`src/rtl/load_store_unit.sv`:
```
// Load/store unit bridging a pipeline request port to a 32-bit word RAM, with read-modify-write
// for byte and half stores. Optional misalignment trap: define LSU_MISALIGN_TRAP_EN.
module load_store_unit #(
   parameter int unsigned ADDR_WIDTH = 32
) (
   input  logic                  Clock,
   input  logic                  Resetn,
   input  logic                  req_valid,
   output logic                  req_ready,
   input  logic                  req_write,
   input  logic [1:0]            req_size,
   input  logic                  req_unsigned,
   input  logic [ADDR_WIDTH-1:0] req_addr,
   input  logic [31:0]           req_wdata,
   output logic                  resp_valid,
   input  logic                  resp_ready,
   output logic [31:0]           resp_rdata,
   output logic                  resp_err,
   output logic [ADDR_WIDTH-1:0] ram_addr,
   output logic [31:0]           ram_din,
   input  logic [31:0]           ram_dout,
   output logic                  ram_write,
   output logic                  ram_read
);

   typedef enum logic [1:0] {StIdle, StAccess, StMergeWr, StResp} state_e;

   state_e                state;
   logic [ADDR_WIDTH-1:0] addr_q;
   logic [1:0]            size_q;
   logic                  write_q;
   logic                  unsigned_q;
   logic [31:0]           wdata_q;
   logic [31:0]           merged_q;
   logic [31:0]           rdata_q;
   logic [7:0]            byte_sel;
   logic [15:0]           half_sel;
   logic [31:0]           load_data;
   logic [31:0]           merge_data;
   logic                  word_store;

   // size 2'b11 is treated as a word, so bit 1 alone marks a word access
   assign word_store = write_q && size_q[1];

`ifdef LSU_MISALIGN_TRAP_EN
   logic misaligned;
   logic err_q;
   assign misaligned = ((req_size == 2'b01) && req_addr[0]) ||
                       (req_size[1] && (req_addr[1:0] != 2'b00));
   assign resp_err   = err_q;
`else
   assign resp_err   = 1'b0;
`endif

   always_comb begin
      byte_sel   = ram_dout[{addr_q[1:0], 3'b000} +: 8];
      half_sel   = ram_dout[{addr_q[1], 4'b0000} +: 16];
      load_data  = ram_dout;
      merge_data = ram_dout;
      if (!size_q[1]) begin
         if (size_q[0]) begin
            load_data = {{16{half_sel[15] & ~unsigned_q}}, half_sel};
            merge_data[{addr_q[1], 4'b0000} +: 16] = wdata_q[15:0];
         end else begin
            load_data = {{24{byte_sel[7] & ~unsigned_q}}, byte_sel};
            merge_data[{addr_q[1:0], 3'b000} +: 8] = wdata_q[7:0];
         end
      end
   end

   always_ff @(posedge Clock or negedge Resetn) begin
      if (!Resetn) begin
         state      <= StIdle;
         addr_q     <= '0;
         size_q     <= 2'b00;
         write_q    <= 1'b0;
         unsigned_q <= 1'b0;
         wdata_q    <= '0;
         merged_q   <= '0;
         rdata_q    <= '0;
`ifdef LSU_MISALIGN_TRAP_EN
         err_q      <= 1'b0;
`endif
      end else begin
         case (state)
            StIdle: begin
               if (req_valid) begin
                  addr_q     <= req_addr;
                  size_q     <= req_size;
                  write_q    <= req_write;
                  unsigned_q <= req_unsigned;
                  wdata_q    <= req_wdata;
                  rdata_q    <= '0;
`ifdef LSU_MISALIGN_TRAP_EN
                  err_q      <= misaligned;
                  state      <= misaligned ? StResp : StAccess;
`else
                  state      <= StAccess;
`endif
               end
            end
            StAccess: begin
               if (!write_q) begin
                  rdata_q <= load_data;
                  state   <= StResp;
               end else if (size_q[1]) begin
                  state <= StResp;
               end else begin
                  merged_q <= merge_data;
                  state    <= StMergeWr;
               end
            end
            StMergeWr: state <= StResp;
            StResp:    if (resp_ready) state <= StIdle;
            default:   state <= StIdle;
         endcase
      end
   end

   // Strobes decode from the state register alone, so an async reset clears them at once
   assign req_ready  = (state == StIdle);
   assign resp_valid = (state == StResp);
   assign ram_read   = (state == StAccess) && !word_store;
   assign ram_write  = ((state == StAccess) && word_store) || (state == StMergeWr);
   assign ram_din    = (state == StMergeWr) ? merged_q :
                       (((state == StAccess) && word_store) ? wdata_q : '0);
   assign ram_addr   = {addr_q[ADDR_WIDTH-1:2], 2'b00};
   assign resp_rdata = rdata_q;

endmodule

```
`config.mk`:
```
export PLATFORM = sky130hd
export DESIGN_NAME = load_store_unit
export DESIGN_NICKNAME = d
export VERILOG_FILES = /design/src/rtl/load_store_unit.sv
export SDC_FILE = /design/constraint.sdc
export NUM_CORES = 1
export LEC_CHECK = 0
export BUFFER_PORTS_ARGS = -buffer_cell sky130_fd_sc_hd__buf_4
export CAP_MARGIN = 5
export CORE_MARGIN = 10
export CORE_UTILIZATION = 57
export DETAILED_ROUTE_END_ITERATION = 16
export PLACE_DENSITY_LB_ADDON = 0.08
export SYNTH_ARGS = -nofsm -noshare
export SYNTH_HDL_FRONTEND = slang
export SYNTH_SLANG_ARGS = --single-unit
```
`constraint.sdc`:
```
create_clock -name Clock -period 3.9 [get_ports Clock]
set_input_delay 0.39 -clock Clock [delete_from_list [all_inputs] [get_ports Clock]]
set_output_delay 0.39 -clock Clock [all_outputs]
set_load 0.01 [all_outputs]
```
# [Word level (Yosys, flattened, before mapping)]
# Index checks and enable logic that the tools add are counted.
# W data, S select, Z words.
[word_totals] wordCells=52 regBits=134 in_bits=104 out_inout_bits=101
[classes] n_bitwise=4 eq_ne=6 shifts=6 n_reduce_logical=11 addsub=2 muxes=15
[op_table] op="$mux W32" count=7
[op_table] op="$bwmux W32" count=2
[op_table] op="$pmux W32 S2" count=1
[op_table] op="$shift A16 B7 Y32 const A" count=1
[op_table] op="$shift A8 B7 Y32 const A" count=1
[op_table] op="$shiftx A16 B7 Y32" count=1
[op_table] op="$shiftx A32 B6 Y16" count=1
[op_table] op="$shiftx A32 B6 Y8" count=1
[op_table] op="$shiftx A8 B7 Y32" count=1
[op_table] op="$neg A5 Y7" count=2
[op_table] op="$pmux W2 S4" count=1
[op_table] op="$reduce_and A3 Y1" count=2
[op_table] op="$eq A2 B2 Y1 const B" count=2
[op_table] op="$mux W2" count=2
[op_table] op="$ne A2 B2 Y1 const B" count=2
[op_table] op="$reduce_and A2 Y1" count=2
[op_table] op="$logic_and A1 B1 Y1" count=3
[op_table] op="$and A1 B1 Y1" count=2
[op_table] op="$eq A2 B1 Y1 const B" count=1
[op_table] op="$logic_not A2 Y1" count=1
[op_table] op="$mux W1" count=2
[op_table] op="$ne A2 B1 Y1 const B" count=1
[op_table] op="$not A1 Y1" count=2
[op_table] op="$reduce_bool A2 Y1" count=1
[op_table] op="2 further kinds" count=2

# [Logic depth before layout (Yosys ltp)]
# Gate-level depths: netlist of run 1.
[logic_depth] word_depth=6 mapped_depth=8 depth_no_buf=6

# [Worst setup path after synthesis of run 1]
# Ideal clock, no wire load.
[synth_timing] path_type="register to register" startpoint="register state[0]" endpoint="register addr_q[30]" setup_time_ps=125 path_buffers=2 arrival_time_ps=1928 stages_incl_launch_ff=7 setup_slack_ps=1848 period_less_slack_ps=2052 t_required_ps=3775 path_cell_list="dfrtp_1 > inv_1 > ha_1 > nand2_1 > buf_1 > buf_1 > mux2_2"
[synth_via] elab_chain_len=2
[synth_rtl] element="start, declared" line_no="28" text="state_e state;"
[synth_rtl] element="start signal, assigned" line_no="73" text="state <= StIdle;"
[synth_rtl] element="start signal, assigned" line_no="98" text="state <= StAccess;"
[synth_rtl] element="start signal, assigned" line_no="105" text="state <= StResp;"
[synth_rtl] element="$logic_not A2 Y1"
[synth_rtl] element="net req_ready" line_no="9" text="output logic req_ready,"
[synth_rtl] element="$reduce_and A2 Y1 (no line)"
[synth_rtl] element="end signal, assigned" line_no="88" text="addr_q <= req_addr;"
[synth_rtl] element="end, declared" line_no="29" text="logic [ADDR_WIDTH-1:0] addr_q;"
# The timed path passes the listed nets, and every way through them passes these cells.
# A chain may end at the register's enable or synchronous reset.

# [Final worst setup path of run 1]
[layout_timing] startpoint="register state[1]" endpoint="output port ram_din[5]"
[layout_via] elab_chain_len=4 word_cells_on_any_way=5 cone_classes="eq/ne (2); mux (2); reduce/logical (1)"
[layout_rtl] element="$eq A2 B1 Y1" line_no="126" text="(((state == StAccess) && word_store) ? wdata_q : '0);"
[layout_rtl] element="$logic_and A1 B1 Y1" line_no="126"
[layout_rtl] element="$mux W32" line_no="126"
[layout_rtl] element="$mux W32 *" line_no="125" text="assign ram_din = (state == StMergeWr) ? merged_q :"
[layout_rtl] element="end, declared" line_no="20" text="output logic [31:0] ram_din,"
# Mark *: on every way between the ends. The rest lies on a longest branch, timed or not.

==> results of run 1 <==
-- per-layer routing --
layer	share of wire, %	vias up	track usage (%)
met2	50	263	42.1
met4	3.6	0	11.0
met5	0	-	0
li1	-	2642	-
met1	39	2875	28.4
met3	6.8	69	7.16
-- kinds of logic after synthesis --
| group | after synthesis | synth area share (%) |
|---|---|---|
| AND/OR/NAND/NOR | 100 | 6.39 |
| other | 1 | 0.0526 |
| adder cells (fa/ha/maj) | 10 | 1.76 |
| buffers and inverters | 90 | 6.67 |
| flip-flops | 134 | 47.1 |
| AO/OA/AOI/OAI | 165 | 16.4 |
| multiplexers | 141 | 21.6 |
-- how the worst max path moves through the flow --
stage               startpoint           end  slack, ps  depth (start not counted)
CTS                   state[1]   ram_din[13]        990                          6
global route          state[1]    ram_din[2]        790                          6
finish                state[1]    ram_din[5]        960                          6
floorplan             state[0]    addr_q[30]       1850                          6
global placement     addr_q[1]  merged_q[28]       1550                          5
detailed placement   addr_q[1]  merged_q[25]       1430                          6
-- area by class of cell --
| cell class | instances | area (um^2) | area share, % |
|---|---|---|---|
| clock buffers | 18 | 439 | 4.82 |
| well taps | 168 | 210 | 2.31 |
| clock inverters | 14 | 150 | 1.65 |
| repair buffers | 212 | 1600 | 17.5 |
| multi-input cells | 419 | 3320 | 36.4 |
| flip-flops and latches | 134 | 3350 | 36.8 |
| inverters | 12 | 45.0 | 0.494 |
-- worst max-delay path: stages, from the launching register on --
cell and delay (ps):
dfrtp_1 420, inv_1 110, ha_1 270, a31oi_2 700, buf_4 380, nor2_1 90, buf_4 150
-- per-stage QoR --
| stage | total power (W) | utilization [%] |
|---|---|---|
| final | 0.00796 | 75.3 |
| after global routing | 0.00847 | 75.3 |
| after CTS | 0.00799 | 75.3 |
| after detailed placement | 0.00635 | 70.4 |
| after global placement | 0.00620 | 70.4 |
| after floorplan | 0.00503 | - |
-- cells in the mapped netlist (all sizes together) (2+ instances only) --
cell type  instances  area, um^2
clkbuf            32         120
and4               2        17.5
nand2             33         124
a22o               8        70.1
a21boi             2        15.0
a221oi            22         193
a21oi             15        75.1
a2111oi            2        36.3
o31ai              2        15.0
nor2              44         165
a32oi              6        52.6
dfrtp            134        3350
a22oi              8        60.1
ha                10         125
buf               46         310
mux2              93        1050
inv               11        41.3
nor2b              3        18.8
a221o             26         260
mux2i             47         470
or3                2        17.5
a31oi              2        12.5
and2               6        37.5
nand2b             5        31.3
o21ai             66         330
o211ai             2        15.0
-- registers in the layout, summed over array words and instances (netlist names) --
name / flops
write_q: 1
addr_q: 32
resp_rdata: 32
state: 2
unsigned_q: 1
size_q: 2
wdata_q: 32
merged_q: 32
-- cells in the final DEF (no fill, tap or decap), types with 5 or more instances in the layout --
cell	synthesis	routed
mux2i_1	47	47
dfrtp_1	134	133
buf_4	34	211
a32oi_1	6	6
ha_1	10	9
o21ai_0	66	66
mux2_2	93	93
and2_1	6	6
nand2_1	33	32
a22o_1	8	8
inv_1	11	11
clkbuf_16	0	17
nand2b_1	5	5
nor2_1	44	44
a21oi_1	15	15
a221o_1	26	26
a22oi_1	8	8
a221oi_1	22	22
-- where the power goes --
part	switching, W	internal, W
logic	0.00189	0.00184
registers	0.000607	0.00202
clock network	0.000640	0.000962
total	0.00314	0.00482
==> results.sh, run 1 <==
export IMPL_status="completed"
export IMPL_nNetsFinal=910
export IMPL_reg2regPathDepth=6
export IMPL_cts_made_buffers=17
export IMPL_hp_class="in2async"
export IMPL_synth_cells=641
export IMPL_place_ws_ps=1430
export IMPL_antenna_cells=0
export IMPL_yosysSeqAreaShare_pct=47.1
export IMPL_cts_tree="yes"
export IMPL_fin_crit_sh_pct=75.3
export IMPL_core_area_mm2=0.0121
export IMPL_gp_congestion=0.917
export IMPL_dieArea_mm2=0.0174
export IMPL_p_leak_nw=4.26
export IMPL_drt_pass1_iterations=5
export IMPL_reg2reg_to="merged_q[25]"
export IMPL_crit_type="reg2out"
export IMPL_path_clk_slew_ps=60
export IMPL_syn_area_mm2=0.00712
export IMPL_ys_flop_type="dfrtp_1"
export IMPL_synth_seq_cells=134
export IMPL_cts_sinks=134
export IMPL_vias=5849
export IMPL_overflow=0
export IMPL_maxSlewViolCount=0
export IMPL_wire_per_inst_um=22.3
export IMPL_fmax_mhz=340
export IMPL_grt_antenna_before_repair=0
export IMPL_fin_area_mm2=0.00912
export IMPL_whs_ps=47.9
export IMPL_rrSetupSlack_ps=1410
export IMPL_rows=40
export IMPL_tightest_slew_ps=1090
export IMPL_setup_violations=0
export IMPL_final_cells=977
export IMPL_placed_area_mm2=0.00853
export IMPL_place_inst=945
export IMPL_required_ps=3510
export IMPL_syn_area_per_cell_um2=11.1
export IMPL_cts_root_buf="clkbuf_16"
export IMPL_initial_utilization_pct=58.8
export IMPL_clock_latency_ps=420
export IMPL_min_period_ps=2940
export IMPL_drc=0
export IMPL_num_fill_cells=847
export IMPL_slew_headroom_pct=27.1
export IMPL_endpoint_kind="output pin"
export IMPL_drive_gt1_share_pct=43.0
export IMPL_cts_resized=0
export IMPL_cellPowerDensity_mw_per_mm2=873
export IMPL_grt_pass1_vias=6256
export IMPL_drt_iter0_markers=405
export IMPL_timing_final_ws_setup_ps=961
export IMPL_rsz0062_at_grt="false"
export IMPL_pin_count=205
export IMPL_final_setup_tns_ps=0
export IMPL_htreeDepth=4
export IMPL_antenna_left=0
export IMPL_track_usage_pct=24.8
export IMPL_fp_dieW_um=132
export IMPL_ys_types=43
export IMPL_grt_max_degree=117
export IMPL_hold_violations=0
export IMPL_drt_total_wl_um=21700
export IMPL_cts_buffer_depth=2
export IMPL_cap_violations=0
export IMPL_yosys_warnings=0
export IMPL_crit_path_start_kind="register"
export IMPL_rr_startpoint="addr_q[1]"
export IMPL_dp_hpwl_um=15500
export IMPL_irDropWorstVdd_v=0.000446
export IMPL_worst_path_max_fanout=19
export IMPL_finClkSkew_ps=5.10
export IMPL_synthToLayoutAreaGrowth_pct=28.0
export IMPL_synth_edf_count=0
export IMPL_hold_buffers=0
export IMPL_grt_pass1_wl_um=34400
export IMPL_worstPathArrival_ps=2550
export IMPL_io_buffer_count=201
export IMPL_vias_per_cell=5.99
export IMPL_cts_setup_buffers=0
export IMPL_die_h_um=132
export IMPL_synthArstFlopShare_pct=100
Power figures use the tool's default switching activity.
==> run 2, diff against run 1 <==
Settings changed: CORE_UTILIZATION 57 to 53.
Clock period 3.9 ns to 3 ns, I/O delays scaled along.
==> run 2 against run 1 <==
Non-clock buffer count up 5. Highest routed layer unchanged. Critical endpoint is now ram_din[2]. Worst setup slack got worse by 530 ps. Clock skew rose by 2.4 ps.
==> results.sh, run 2 (same netlist as run 1, synthesis figures left out) <==
export IMPL_dieArea_mm2=0.0185
export IMPL_cts_resized=0
export IMPL_num_fill_cells=1020
export IMPL_status="completed"
export IMPL_sw_frac_of_total_pct=39.4
export IMPL_pwr_share_clk_pct=19.1
export IMPL_internal_power_w=0.00621
export IMPL_rows=42
export IMPL_cts_setup_buffers=0
export IMPL_cts_sinks=134
export IMPL_drc=0
export IMPL_cap_violations=0
export IMPL_layout_commonest_cell="buf_4"
export IMPL_fmax_mhz=390
export IMPL_io_buffer_count=201
export IMPL_nNetsFinal=915
export IMPL_die_h_um=136
export IMPL_worst_path_max_fanout=19
export IMPL_crit_type="reg2out"
export IMPL_min_period_ps=2570
export IMPL_maxSlewViolCount=0
export IMPL_antenna_cells=0
export IMPL_wire_per_inst_um=21.8
export IMPL_placed_area_mm2=0.00859
export IMPL_power_frac_seq_pct=32.9
export IMPL_overflow=0
export IMPL_rsz0062_at_grt="false"
export IMPL_gp_congestion=0.937
export IMPL_endpoint_kind="output pin"
export IMPL_grt_max_degree=71
export IMPL_irDropWorstVdd_v=0.000598
export IMPL_htreeDepth=4
export IMPL_drt_total_wl_um=21600
export IMPL_fin_crit_sh_pct=85.6
export IMPL_cellPowerDensity_mw_per_mm2=1120
export IMPL_required_ps=2700
export IMPL_hp_class="in2reg"
export IMPL_pin_count=205
export IMPL_track_usage_pct=23.2
export IMPL_fp_dieW_um=136
export IMPL_cts_tree="yes"
export IMPL_drt_pass1_iterations=5
export IMPL_grt_pass1_vias=6232
export IMPL_grt_antenna_before_repair=0
export IMPL_hold_violations=0
export IMPL_synthToLayoutAreaGrowth_pct=28.6
export IMPL_initial_utilization_pct=54.0
export IMPL_worstPathArrival_ps=2270
export IMPL_drive_gt1_share_pct=43.1
export IMPL_cts_root_buf="clkbuf_16"
export IMPL_power_switching_w=0.00404
export IMPL_grt_pass1_wl_um=33800
export IMPL_crit_path_start_kind="register"
export IMPL_clock_latency_ps=420
export IMPL_setup_violations=0
export IMPL_cts_made_buffers=17
export IMPL_finClkSkew_ps=7.51
export IMPL_final_setup_tns_ps=0
export IMPL_layout_common_cells="213 x buf_4, 133 x dfrtp_1, 93 x mux2_2, 66 x o21ai_0, 47 x mux2i_1"
export IMPL_antenna_left=0
export IMPL_tightest_slew_ps=954
export IMPL_path_clk_slew_ps=60
export IMPL_vias_per_cell=5.84
export IMPL_dp_hpwl_um=15900
export IMPL_slew_headroom_pct=36.4
export IMPL_core_area_mm2=0.0132
export IMPL_vias=5779
export IMPL_combinationalPowerShare_pct=47.9
export IMPL_p_leak_nw=4.27
export IMPL_totalPowerFinal_w=0.0103
export IMPL_fin_area_mm2=0.00916
export IMPL_cts_buffer_depth=2
export IMPL_drt_iter0_markers=487
## run 2: cell count changes in the layout (fill, tap and decap cells not counted), sizes merged
cell / previous run / this run
inv: 14 / 15
dlygate4sd3: 0 / 1
buf: 212 / 216
bufinv: 2 / 1
## run 2: metal layers
| layer | up-vias | wire [um] | GRT usage, % |
|---|---|---|---|
| li1 | 2649 | - | - |
| met1 | 2842 | 8720 | 28.0 |
| met2 | 241 | 10500 | 37.8 |
| met3 | 47 | 1740 | 6.75 |
| met4 | 0 | 584 | 10.1 |
| met5 | - | 0 | 0 |
## run 2: worst paths after layout
check | from | to | slack [ps] | cells past startpoint
min in group asynchronous | Resetn | addr_q[16] | 460 | 2
setup reg to reg | state[0] | resp_rdata[17] | 650 | 6
hold reg to reg | merged_q[23] | merged_q[23] | 490 | 2
setup / recovery | state[0] | ram_din[2] | 430 | 6
hold / removal | req_wdata[4] | wdata_q[4] | 110 | 2
max in group asynchronous | Resetn | merged_q[15] | 1750 | 3
## run 2: critical path, cell delays in order (launching register included)
cell and delay [ps]:
dfrtp_1 440, inv_1 140, ha_2 540, buf_12 250
mux2i_1 240, nor2_1 70, buf_4 150
## run 2: what timing repair did
action                                 CTS  global route
setup endpoints to repair                0             0
endpoints found under the hold margin   69             0
hold buffers                             1             0
## run 2: through the flow
step | std cells | utilization, % | setup slack, ps | hold slack [ps]
3_3_place_gp | 957 | 65.1 | 835 | 346
6_report | 990 | 69.4 | 433 | 106
5_1_grt | 990 | 69.4 | 334 | 99.4
4_1_cts | 990 | 69.4 | 414 | 92.3
2_1_floorplan | 643 | - | 948 | 4.41
3_5_place_dp | 957 | 65.1 | 695 | 349
## run 2: cell type report
class                      count  area, um^2  share of cell area [%]
multi-input combinational    419        3320                    36.3
clock buffer                  18         429                    4.69
timing repair buffer         217        1660                    18.1
clock inverter                14         125                    1.37
sequential                   134        3350                    36.6
inverter                      12        45.0                   0.492
tap                          176         220                    2.40
## run 2: power by group through the flow
| stage | clock, W | sequential (W) | combinational, W |
|---|---|---|---|
| floorplan | 0 | 0.00310 | 0.00344 |
| global placement | 0 | 0.00335 | 0.00481 |
| detailed placement | 0 | 0.00339 | 0.00492 |
| CTS | 0.00199 | 0.00337 | 0.00494 |
| global route | 0.00206 | 0.00347 | 0.00538 |
| finish | 0.00196 | 0.00338 | 0.00492 |
==> run 3, diff against run 2 <==
Settings changed: BUFFER_PORTS_ARGS -buffer_cell sky130_fd_sc_hd__buf_4 to default, CORE_UTILIZATION 53 to 58, DONT_BUFFER_PORTS from default to 1.
Clock period 3 ns to 2.25 ns, I/O delays scaled along.
==> run 3 against run 2 <==
The run now ends with hold timing left. Clock power increased by 62%. Via count fell by 3.6%. Die area fell by 7.4%. Global-route usage increased by 2.1 points. Final cell count decreased by 13%. Combinational power increased by 7.7%. Sequential cell count unchanged. Wire length fell by 0.12%. Final area is 4.4% lower. Critical path type unchanged. Critical endpoint is now ram_din[10]. Largest power group unchanged. Highest routed layer unchanged.
==> results.sh, run 3 (same netlist as run 1, synthesis figures left out) <==
export IMPL_vias=5573
export IMPL_critPathBufInv=2
export IMPL_p_leak_nw=3.77
export IMPL_hp_class="in2async"
export IMPL_dieArea_mm2=0.0171
export IMPL_status="complete, but fails checks"
export IMPL_drive_gt1_share_pct=22.1
export IMPL_rsz0062_at_grt="false"
export IMPL_crit_type="reg2out"
export IMPL_nNetsFinal=815
export IMPL_setup_violations=0
export IMPL_cellPowerDensity_mw_per_mm2=1510
export IMPL_violations="hold timing"
export IMPL_cts_root_buf="clkbuf_16"
export IMPL_maxSlewViolCount=0
export IMPL_overflow=0
export IMPL_fin_crit_sh_pct=96.7
export IMPL_irDropWorstVdd_v=0.000895
export IMPL_required_ps=2030
export IMPL_slew_headroom_pct=48.5
export IMPL_fp_dieW_um=131
export IMPL_grt_antenna_before_repair=0
export IMPL_wire_per_inst_um=25.0
export IMPL_antenna_left=0
export IMPL_dp_hpwl_um=14500
export IMPL_max_stage_delay_ps=430
export IMPL_drt_total_wl_um=21500
export IMPL_grt_pass1_vias=5732
export IMPL_hold_buffers=96
export IMPL_endpoint_kind="output pin"
export IMPL_layout_commonest_cell="dfrtp_1"
export IMPL_fin_area_mm2=0.00876
export IMPL_cts_tree="yes"
export IMPL_antenna_cells=0
export IMPL_cts_setup_buffers=0
export IMPL_rows=40
export IMPL_cap_violations=0
export IMPL_worstPathArrival_ps=1950
export IMPL_worst_path_max_fanout=19
export IMPL_pin_count=205
export IMPL_crit_chain="inv_1 -> ha_2 -> buf_6 -> mux2i_1 -> nor2_1"
export IMPL_htreeDepth=4
export IMPL_gp_congestion=0.943
export IMPL_critPathTopFamily="flip-flops"
export IMPL_drt_pass1_iterations=5
export IMPL_io_buffer_count=0
export IMPL_die_h_um=131
export IMPL_synthToLayoutAreaGrowth_pct=22.9
export IMPL_layout_common_cells="133 x dfrtp_1, 96 x dlygate4sd3_1, 93 x mux2_2, 66 x o21ai_0, 47 x mux2i_1"
export IMPL_cts_buffer_depth=2
export IMPL_track_usage_pct=25.3
export IMPL_cts_sinks=134
export IMPL_fmax_mhz=460
export IMPL_core_area_mm2=0.0120
export IMPL_placed_area_mm2=0.00711
export IMPL_vias_per_cell=6.47
export IMPL_grt_pass1_wl_um=32900
export IMPL_path_clk_slew_ps=60
export IMPL_whs_ps=-503
export IMPL_clock_latency_ps=420
export IMPL_finClkSkew_ps=9.38
export IMPL_drt_iter0_markers=539
export IMPL_slowest_stage="dfrtp_1"
export IMPL_place_ws_ps=147
export IMPL_grt_max_degree=135
export IMPL_hold_violations=134
export IMPL_min_period_ps=2170
export IMPL_timing_final_ws_setup_ps=75.4
export IMPL_crit_path_start_kind="register"
export IMPL_cts_made_buffers=17
export IMPL_final_setup_tns_ps=0
export IMPL_tightest_slew_ps=764
export IMPL_drc=0
export IMPL_initial_utilization_pct=59.3
## run 3: cell types whose count changed in the layout (fill, tap and decap cells not counted), sizes merged
cell	delta
clkinvlp	-1
bufinv	+5
buf	-195
dlygate4sd3	+95
inv	-3
clkbuf	-1
## run 3: where the power goes
| group | switching [W] | internal, W | total (W) | leakage (nW) |
|---|---|---|---|---|
| Combinational | 0.00282 | 0.00248 | 0.00530 | 1.80 |
| Clock | 0.00110 | 0.00209 | 0.00318 | 0.324 |
| Sequential | 0.00127 | 0.00350 | 0.00477 | 1.65 |
## run 3: final timing paths
kind | start | endpoint | slack, ps | depth (start not counted)
max in group asynchronous | Resetn | merged_q[2] | 2620 | 0
max reg2reg | state[0] | resp_rdata[20] | 260 | 7
min | Resetn | resp_rdata[22] | -500 | 0
min in group Clock | ram_dout[1] | resp_rdata[1] | 0 | 2
max | state[0] | ram_din[10] | 80 | 5
min reg2reg | merged_q[13] | merged_q[13] | 480 | 2
## run 3: repair_timing
action	in CTS	in global routing
resized for setup	1	1
setup endpoints to repair	1	6
hold endpoints to repair	230	134
## run 3: layout make-up
class | count | area [um^2]
Fill cell | 828 | 3260
Clock buffer | 17 | 425
Sequential cell | 134 | 3350
Clock inverter | 15 | 253
Timing Repair Buffer | 117 | 1160
Tap cell | 147 | 184
Inverter | 12 | 45.0
Multi-Input combinational cell | 419 | 3330
## run 3: layer usage
| layer | wire length, um | up-vias | GRT usage [%] |
|---|---|---|---|
| li1 | - | 2452 | - |
| met1 | 7920 | 2757 | 29.2 |
| met3 | 2070 | 60 | 8.30 |
| met2 | 10700 | 304 | 42.0 |
| met4 | 810 | 0 | 11.2 |
| met5 | 0 | - | 0 |
## run 3: per-stage QoR
step	hold WS, ps	power (W)	std cells	util, %
6_report	-503	0.0133	861	72.9
5_1_grt	-524	0.0140	861	72.9
2_1_floorplan	-70.6	0.00872	643	-
3_5_place_dp	-66.4	0.00986	733	59.2
3_3_place_gp	-66.5	0.00967	733	59.2
4_1_cts	-514	0.0132	861	72.9
## run 3: worst register-to-register path: stages, from the launching register on
cell and delay [ps]:
dfrtp_1 420, inv_1 110, ha_1 320, nand2b_1 160, nand2b_1 140, a2111oi_4 330, buf_4 260, a221o_1 160
